File: src/rtl/sprite_bram_arbiter.sv
// Round-robin arbiter sharing one sprite BRAM read port among NUM_REQ requesters.
// One grant per clock edge. The winner index travels down a BRAM_LATENCY-deep
// tag/valid pipeline, so each response comes back to its requester in grant order.
module sprite_bram_arbiter #(
    parameter int unsigned NUM_REQ      = 4,
    parameter int unsigned ADR_W        = 18,
    parameter int unsigned BRAM_LATENCY = 2
) (
    input  logic                     clk,
    input  logic                     reset,
    input  logic                     frame_sync,
    input  logic [NUM_REQ-1:0]       req,
    input  logic [NUM_REQ*ADR_W-1:0] req_adr,
    output logic [ADR_W-1:0]         bram_adr,
    input  logic                     bram_dout,
    output logic [NUM_REQ-1:0]       gnt,
    output logic [NUM_REQ-1:0]       rsp_valid,
    output logic                     rsp_data,
    output logic                     busy
);

    localparam int unsigned IDX_W = (NUM_REQ > 1) ? $clog2(NUM_REQ) : 1;

    logic [IDX_W-1:0]        ptr_q, ptr_d;
    logic [IDX_W-1:0]        base;
    logic                    win_found;
    logic [IDX_W-1:0]        win_idx;
    logic [NUM_REQ-1:0]      gnt_q, gnt_d;
    logic [ADR_W-1:0]        adr_q, adr_d;
    logic [BRAM_LATENCY-1:0] vld_q;
    logic [IDX_W-1:0]        tag_q [BRAM_LATENCY];
    logic [NUM_REQ-1:0]      rsp_valid_q, rsp_valid_d;
    logic                    rsp_data_q, rsp_data_d;

    // Round-robin winner search: first requester at or above the pointer, else
    // wrap to the lowest requester; frame_sync restarts the search at index 0.
    always_comb begin
        base      = frame_sync ? '0 : ptr_q;
        win_found = 1'b0;
        win_idx   = '0;
        adr_d     = '0;
        for (int unsigned i = 0; i < NUM_REQ; i++) begin
            if (!win_found && req[i] && (i >= 32'(base))) begin
                win_found = 1'b1;
                win_idx   = IDX_W'(i);
                adr_d     = req_adr[i*ADR_W +: ADR_W];
            end
        end
        for (int unsigned i = 0; i < NUM_REQ; i++) begin
            if (!win_found && req[i]) begin
                win_found = 1'b1;
                win_idx   = IDX_W'(i);
                adr_d     = req_adr[i*ADR_W +: ADR_W];
            end
        end
    end

    // Grant vector and next pointer derived from the winner.
    always_comb begin
        gnt_d = '0;
        ptr_d = frame_sync ? '0 : ptr_q;
        if (win_found) begin
            gnt_d[win_idx] = 1'b1;
            ptr_d = (win_idx == IDX_W'(NUM_REQ - 1)) ? '0 : win_idx + IDX_W'(1);
        end
    end

    // Response strobe and data from the last pipeline stage; data holds when idle.
    always_comb begin
        rsp_valid_d = '0;
        rsp_data_d  = rsp_data_q;
        if (vld_q[BRAM_LATENCY-1]) begin
            rsp_valid_d[tag_q[BRAM_LATENCY-1]] = 1'b1;
            rsp_data_d = bram_dout;
        end
    end

    // Arbiter state: pointer, registered grant and BRAM address.
    always_ff @(posedge clk or posedge reset) begin
        if (reset) begin
            ptr_q <= '0;
            gnt_q <= '0;
            adr_q <= '0;
        end else begin
            ptr_q <= ptr_d;
            gnt_q <= gnt_d;
            adr_q <= adr_d;
        end
    end

    // Tag/valid shift pipeline tracking reads in flight through the BRAM.
    always_ff @(posedge clk or posedge reset) begin
        if (reset) begin
            vld_q <= '0;
            for (int unsigned j = 0; j < BRAM_LATENCY; j++) begin
                tag_q[j] <= '0;
            end
        end else begin
            vld_q[0] <= win_found;
            tag_q[0] <= win_idx;
            for (int unsigned j = 1; j < BRAM_LATENCY; j++) begin
                vld_q[j] <= vld_q[j-1];
                tag_q[j] <= tag_q[j-1];
            end
        end
    end

    // Registered response outputs.
    always_ff @(posedge clk or posedge reset) begin
        if (reset) begin
            rsp_valid_q <= '0;
            rsp_data_q  <= 1'b0;
        end else begin
            rsp_valid_q <= rsp_valid_d;
            rsp_data_q  <= rsp_data_d;
        end
    end

    assign gnt       = gnt_q;
    assign bram_adr  = adr_q;
    assign rsp_valid = rsp_valid_q;
    assign rsp_data  = rsp_data_q;
    assign busy      = |vld_q;

endmodule

File: config.mk
export PLATFORM = sky130hd
export DESIGN_NAME = sprite_bram_arbiter
export DESIGN_NICKNAME = d
export VERILOG_FILES = /design/src/rtl/sprite_bram_arbiter.sv
export SDC_FILE = /design/constraint.sdc
export NUM_CORES = 1
export LEC_CHECK = 0
export CORE_MARGIN = 8
export CORE_UTILIZATION = 40
export CTS_BUF_LIST = sky130_fd_sc_hd__clkbuf_16
export DETAILED_ROUTE_END_ITERATION = 6
export MAX_ROUTING_LAYER = met4
export PLACE_DENSITY_LB_ADDON = 0.3
export SLEW_MARGIN = 15
export SYNTH_ARGS = -nofsm -noshare
export SYNTH_HDL_FRONTEND = slang
export SYNTH_SLANG_ARGS = --single-unit
File: constraint.sdc
create_clock -name clk -period 6.32 [get_ports clk]
set_input_delay 1.264 -clock clk [delete_from_list [all_inputs] [get_ports clk]]
set_output_delay 1.264 -clock clk [all_outputs]
set_load 0.1 [all_outputs]
==> impl_metrics.tcl <==
set metrics [dict create \
    cts-hold-fix-buffers 0 \
    hold_violations 0 \
    path_cells "clkdlybuf4s50_1 -> o21bai_4 -> a211oi_4 -> nor3b_2 -> or2_2 -> ha_1 -> mux2_2" \
    core-area_sq_um 5439 \
    hp-class "reg2reg" \
    p_sw_w 0.0006418 \
    min-delay-start "tag_q[2]" \
    routedWlPerCell_microns 18.22 \
    syn-num-nets 331 \
    startpoint_type "primary input" \
    use_met1 0.2197 \
    fmax_ghz 0.2425 \
    final_common_cell "clkdlybuf4s50_1" \
    ant_nets 0 \
    synth-seq-cells 35 \
    regArea_sq_um 875.8 \
    dieHeight_microns 90.68 \
    antenna_found_initial 0 \
    multi_input_area_sq_um 1240 \
    synth_seq_area_share 0.3926 \
    synth_edf_count 0 \
    synth-async-reset-ratio 1.000 \
    met3_usage 0.03076 \
    postSynthCellCount 247 \
    arrival_ps 4290 \
    skew_ps 4.726 \
    top_level_ports 108 \
    max-cap-violations 0 \
    critical_path_class "in2reg" \
    path_max_fanout 28 \
    grt_pass1_vias 2447 \
    vdd_ir_drop_max_v 0.0002017 \
    final_cell_mix "107 x clkdlybuf4s50_1, 35 x dfrtp_1, 27 x nand2_1" \
    clk_path_buf_depth 2 \
    grtUsageMet2 0.3100 \
    grt_pass1_wl_mm 12.25 \
    p_per_area_nw_per_um2 379.0 \
    row_count 27 \
    internal_power_w 0.0006789 \
    rsz0062_at_grt "no" \
    place_congestion 0.9082 \
    worstPathRequired_ps 6480 \
    numCtsBuffers 5 \
    grt_usage 0.1860 \
    cts_tree "yes" \
    drt-initial-drc-count 172 \
    switching_share 0.4859 \
    period_share 0.6524 \
    route.detailed.drc 0 \
    cpMaxStageDelayCell "clkdlybuf4s50_1" \
    drt_pass1_iterations 4 \
    dp_hpwl_mm 5.781 \
    status "finished clean" \
    die_x_microns 90.68 \
    crit_buf_inv 1 \
    dp.cells 410 \
    synth_cell_types 41 \
    postRouteWirelength_mm 7.596 \
    cp-startpoint "req[1]" \
    dieArea_sq_um 8223 \
    pwr-share-seq 0.235 \
    combPwrFrac 0.557 \
    synth_top_flop_cell "dfrtp_1" \
    slew_viol_final 0 \
    clk_pin_slew_ps 60 \
    crit-reg2reg-launch "ptr_q[1]" \
    worst_pin_slew_ps 999.4 \
    post-cts-setup-buffer-count 0 \
    drive_gt1_frac 0.05797 \
    crit_family "buffers and inverters" \
    layout.nets 429 \
    clock_sinks 35 \
    end_kind "flip-flop" \
    yosysWarnings 0 \
    vias_per_cell 5.643 \
    numPortBuffers 107 \
    insertedDiodeCount 0 \
    start_util 0.4102 \
    fin_area_sq_um 3485 \
    n_fill_cell 472 \
    grt_max_degree 36 \
    overflow 0 \
    setup_viol 0 \
    cts_htree_levels 2 \
    critPathMaxStageDelay_ps 1110 \
    syn_area_per_cell_sq_um 9.032 \
    dpl_cell_area_sq_um 3322 \
    cts.repair.resized 0 \
    root_buffer "clkbuf_16" \
    routed-via-count 2353 \
    area_growth_pct 56.20 \
    fin_setup_tns_ps 0 \
    clock_latency_ps 280 \
    finalCriticalPeriod_ps 4123 \
    stdcell_count 417 \
    slew_headroom 0.3317 \
    syn_area_sq_um 2231 \
    clockPowerShare 0.208 \
    grt-busiest-layer "met2" \
    leakage_nw 1.388 \
]
-- path summary, 6_finish.rpt --
kind | to | slack, ps | cells past startpoint
worst min register to register | tag_q[0] | 350 | 0
max in group asynchronous | bram_adr[12] | 4600 | 3
worst max register to register | ptr_q[1] | 3790 | 6
min in group asynchronous | rsp_valid[2] | 1390 | 3
worst min-delay path | tag_q[0] | 350 | 0
worst max-delay path | ptr_q[1] | 2200 | 7
-- power by group through the flow --
| stage | Sequential, W | Clock (W) | Combinational, W |
|---|---|---|---|
| global placement | 0.000315 | 0 | 0.000728 |
| global route | 0.000318 | 0.000288 | 0.000770 |
| floorplan | 0.000675 | 0 | 0.000173 |
| CTS | 0.000311 | 0.000280 | 0.000738 |
| finish | 0.000311 | 0.000274 | 0.000736 |
| detailed placement | 0.000315 | 0 | 0.000736 |
-- metrics by stage --
| stage | hold WS, ps | utilization | power [W] | setup slack (ps) |
|---|---|---|---|---|
| after floorplan | 331.2 | - | 0.0008478 | 3170 |
| after global placement | 342.9 | 0.6108 | 0.001043 | 2008 |
| after detailed placement | 334.7 | 0.6108 | 0.001052 | 1922 |
| after CTS | 348.6 | 0.6407 | 0.001329 | 2215 |
| after global routing | 356.0 | 0.6407 | 0.001375 | 2003 |
| final | 346.4 | 0.6407 | 0.001321 | 2197 |
-- registers in the layout, summed over array words and instances (netlist names) --
name	flops
ptr_q	2
tag_q	4
rsp_valid	4
gnt	4
bram_adr	18
rsp_data	1
vld_q	2
-- cell type report --
cell class	instances	area share
clock inverters	2	0.01077
inverters	8	0.008618
multi-input cells	186	0.3558
repair buffers	109	0.3117
clock buffers	5	0.03591
flip-flops and latches	35	0.2513
well taps	72	0.02585
-- routing by layer --
| metal | wire length [microns] | share of wire | up-vias |
|---|---|---|---|
| li1 | - | - | 1125 |
| met1 | 3228 | 0.42 | 1113 |
| met2 | 3813 | 0.50 | 105 |
| met3 | 439 | 0.058 | 10 |
| met4 | 114 | 0.015 | 0 |
| met5 | 0 | 0 | - |
-- cells by family after synthesis --
family	Yosys count	synth area share
buffers and inverters	26	0.05160
muxes	3	0.01458
adders and majority gates	4	0.02243
AOI/OAI and AO/OA	106	0.3449
DFF	35	0.3926
and+or+nand+nor	73	0.1739
-- Yosys cell counts (8+ instances only) --
cell,n,area [sq um]
a211oi_1,10,75.07
a21oi_1,26,130.1
a221oi_1,8,70.07
a22o_1,10,87.58
and3_1,8,50.05
clkbuf_1,10,37.54
dfrtp_1,35,875.8
inv_1,8,30.03
nand2_1,27,101.4
nor2_1,9,33.78
nor2b_1,10,62.56
o21ai_0,13,65.06
Power figures use the tool's default switching activity.
==> RTL change: new RTL, config.mk and constraints unchanged <==
Take the reset off `adr_q` and load it in a clocked block of its own.
--- a/src/rtl/sprite_bram_arbiter.sv
+++ b/src/rtl/sprite_bram_arbiter.sv
@@ -81,10 +81,12 @@
             ptr_q <= '0;
             gnt_q <= '0;
-            adr_q <= '0;
         end else begin
             ptr_q <= ptr_d;
             gnt_q <= gnt_d;
-            adr_q <= adr_d;
         end
+    end
+
+    always_ff @(posedge clk) begin
+        adr_q <= adr_d;
     end
 
Check against the original RTL: not equivalent (a bounded check fails within 4 cycles, from zero or initial values and one cycle with reset high).
==> RTL change against the original RTL <==
  * Largest power group unchanged
  * Synthesized area is 4.0% lower
  * Routed wire length down 4.9%
  * Clock skew down 0.0026 ns
  * Utilization up 1.4 points
  * Worst setup slack worse by 0.014 ns
  * Via count grew 1.6%
  * Design area decreased by 3.4%
  * Largest cell class unchanged
  * First-iteration DRC count is the same
  * Power fell by 3.1%
  * Sequential cell count unchanged
  * Combinational power shrank 0.7%
==> RTL change: results (changes against the original RTL) <==
| Metric | Value |
|---|---|
| Compound-Gate Fraction of Synth Area | 0.3594 (was 0.3449) |
| Ys async rst share | 0.4857 (was 1.000) |
| Met2 usage | 0.3104 (was 0.3100) |
| Clock skew | 0.002090 ns (was 0.004726 ns) |
| First-pass GRT wire length | 11.61 mm (was 12.25 mm) |
| Avg Inst Size Synth | 8.667 µm² (was 9.032 µm²) |
| Critical path arrival | 4.30 ns (was 4.29 ns) |
| DRT Pass-1 Iters | 5 (was 4) |
| Met2 Routed Length | 3.402 mm (was 3.813 mm) |
| Sequential area share after synthesis | 0.3670 (was 0.3926) |
| Outcome | finished clean (unchanged) |
| Leak pwr | 1.307 nW (was 1.388 nW) |
| Via density | 5.761 (was 5.643) |
| Most frequently used flop master after synthesis | dfxtp_1 (was dfrtp_1) |
| Post-DP Area | 3222 µm² (was 3322 µm²) |
| Post-DP HPWL | 5.366 mm (was 5.781 mm) |
| Commonest cells in the netlist | 27 x nand2_1, 26 x a21oi_1, 18 x dfxtp_1 (was 35 x dfrtp_1, 27 x nand2_1, 26 x a21oi_1) |
| Largest net degree at the start of global routing | 29 (was 36) |
| Setup slack at placement | 1.902 ns (was 1.922 ns) |
| WL final | 7.225 mm (was 7.596 mm) |
| Placed Cells | 407 (was 410) |
| Vias in the first global route | 2457 (was 2447) |
| M1 WL | 3.009 mm (was 3.228 mm) |
| Netlist cell types | 42 (was 41) |
| Synth area leaders | dfrtp_1 20%, dfxtp_1 17%, a21oi_1 6.1% (was dfrtp_1 39%, a21oi_1 5.8%, nand2_1 4.5%) |
| Met1 GRT Util | 0.2282 (was 0.2197) |
## RTL change: where the power goes
| part | leakage [nW] | total, mW | switching [mW] | internal, mW |
|---|---|---|---|---|
| Combinational | 0.884 | 0.731 | 0.521 | 0.210 |
| Sequential | 0.357 | 0.310 | 0.0254 | 0.285 |
| Clock | 0.0658 | 0.239 | 0.0936 | 0.145 |
| Total | 1.31 | 1.28 | 0.639 | 0.640 |
## RTL change: logic make-up (layout without fill, tap and decap cells)
kind of cell / Yosys count / count (layout)
AO/OA/AOI/OAI: 106 / 106
adder cells (fa/ha/maj): 4 / 4
buffers and inverters: 26 / 124
flip-flops: 35 / 35
multiplexers: 3 / 3
AND/OR/NAND/NOR: 73 / 73
## RTL change: cell type report
| type | instances | area, µm² |
|---|---|---|
| fill | 472 | 1773 |
| multi-input combinational | 186 | 1240 |
| timing repair buffer | 108 | 1079 |
| sequential | 35 | 785.8 |
| clock buffer | 5 | 125.1 |
| tap | 70 | 87.58 |
| inverter | 8 | 30.03 |
| clock inverter | 3 | 20.02 |
## RTL change: critical path, cell delays in order
cell	delay [ns]
clkdlybuf4s50_1	1.13
o21bai_4	0.15
a211oi_4	0.70
nor3b_2	0.14
or2_2	0.36
ha_1	0.28
mux2_2	0.26
## RTL change: final timing paths
path,endpoint,slack [ns],cells after the start
max in group asynchronous,rsp_valid[1]$_DFF_PP0_,4.56,2
min reg2reg,tag_q[0]$_DFF_PP0_,0.35,0
min in group asynchronous,gnt[0]$_DFF_PP0_,1.36,2
max,ptr_q[1]$_DFF_PP0_,2.18,7
max reg2reg,ptr_q[1]$_DFF_PP0_,3.81,6
min,tag_q[0]$_DFF_PP0_,0.35,0
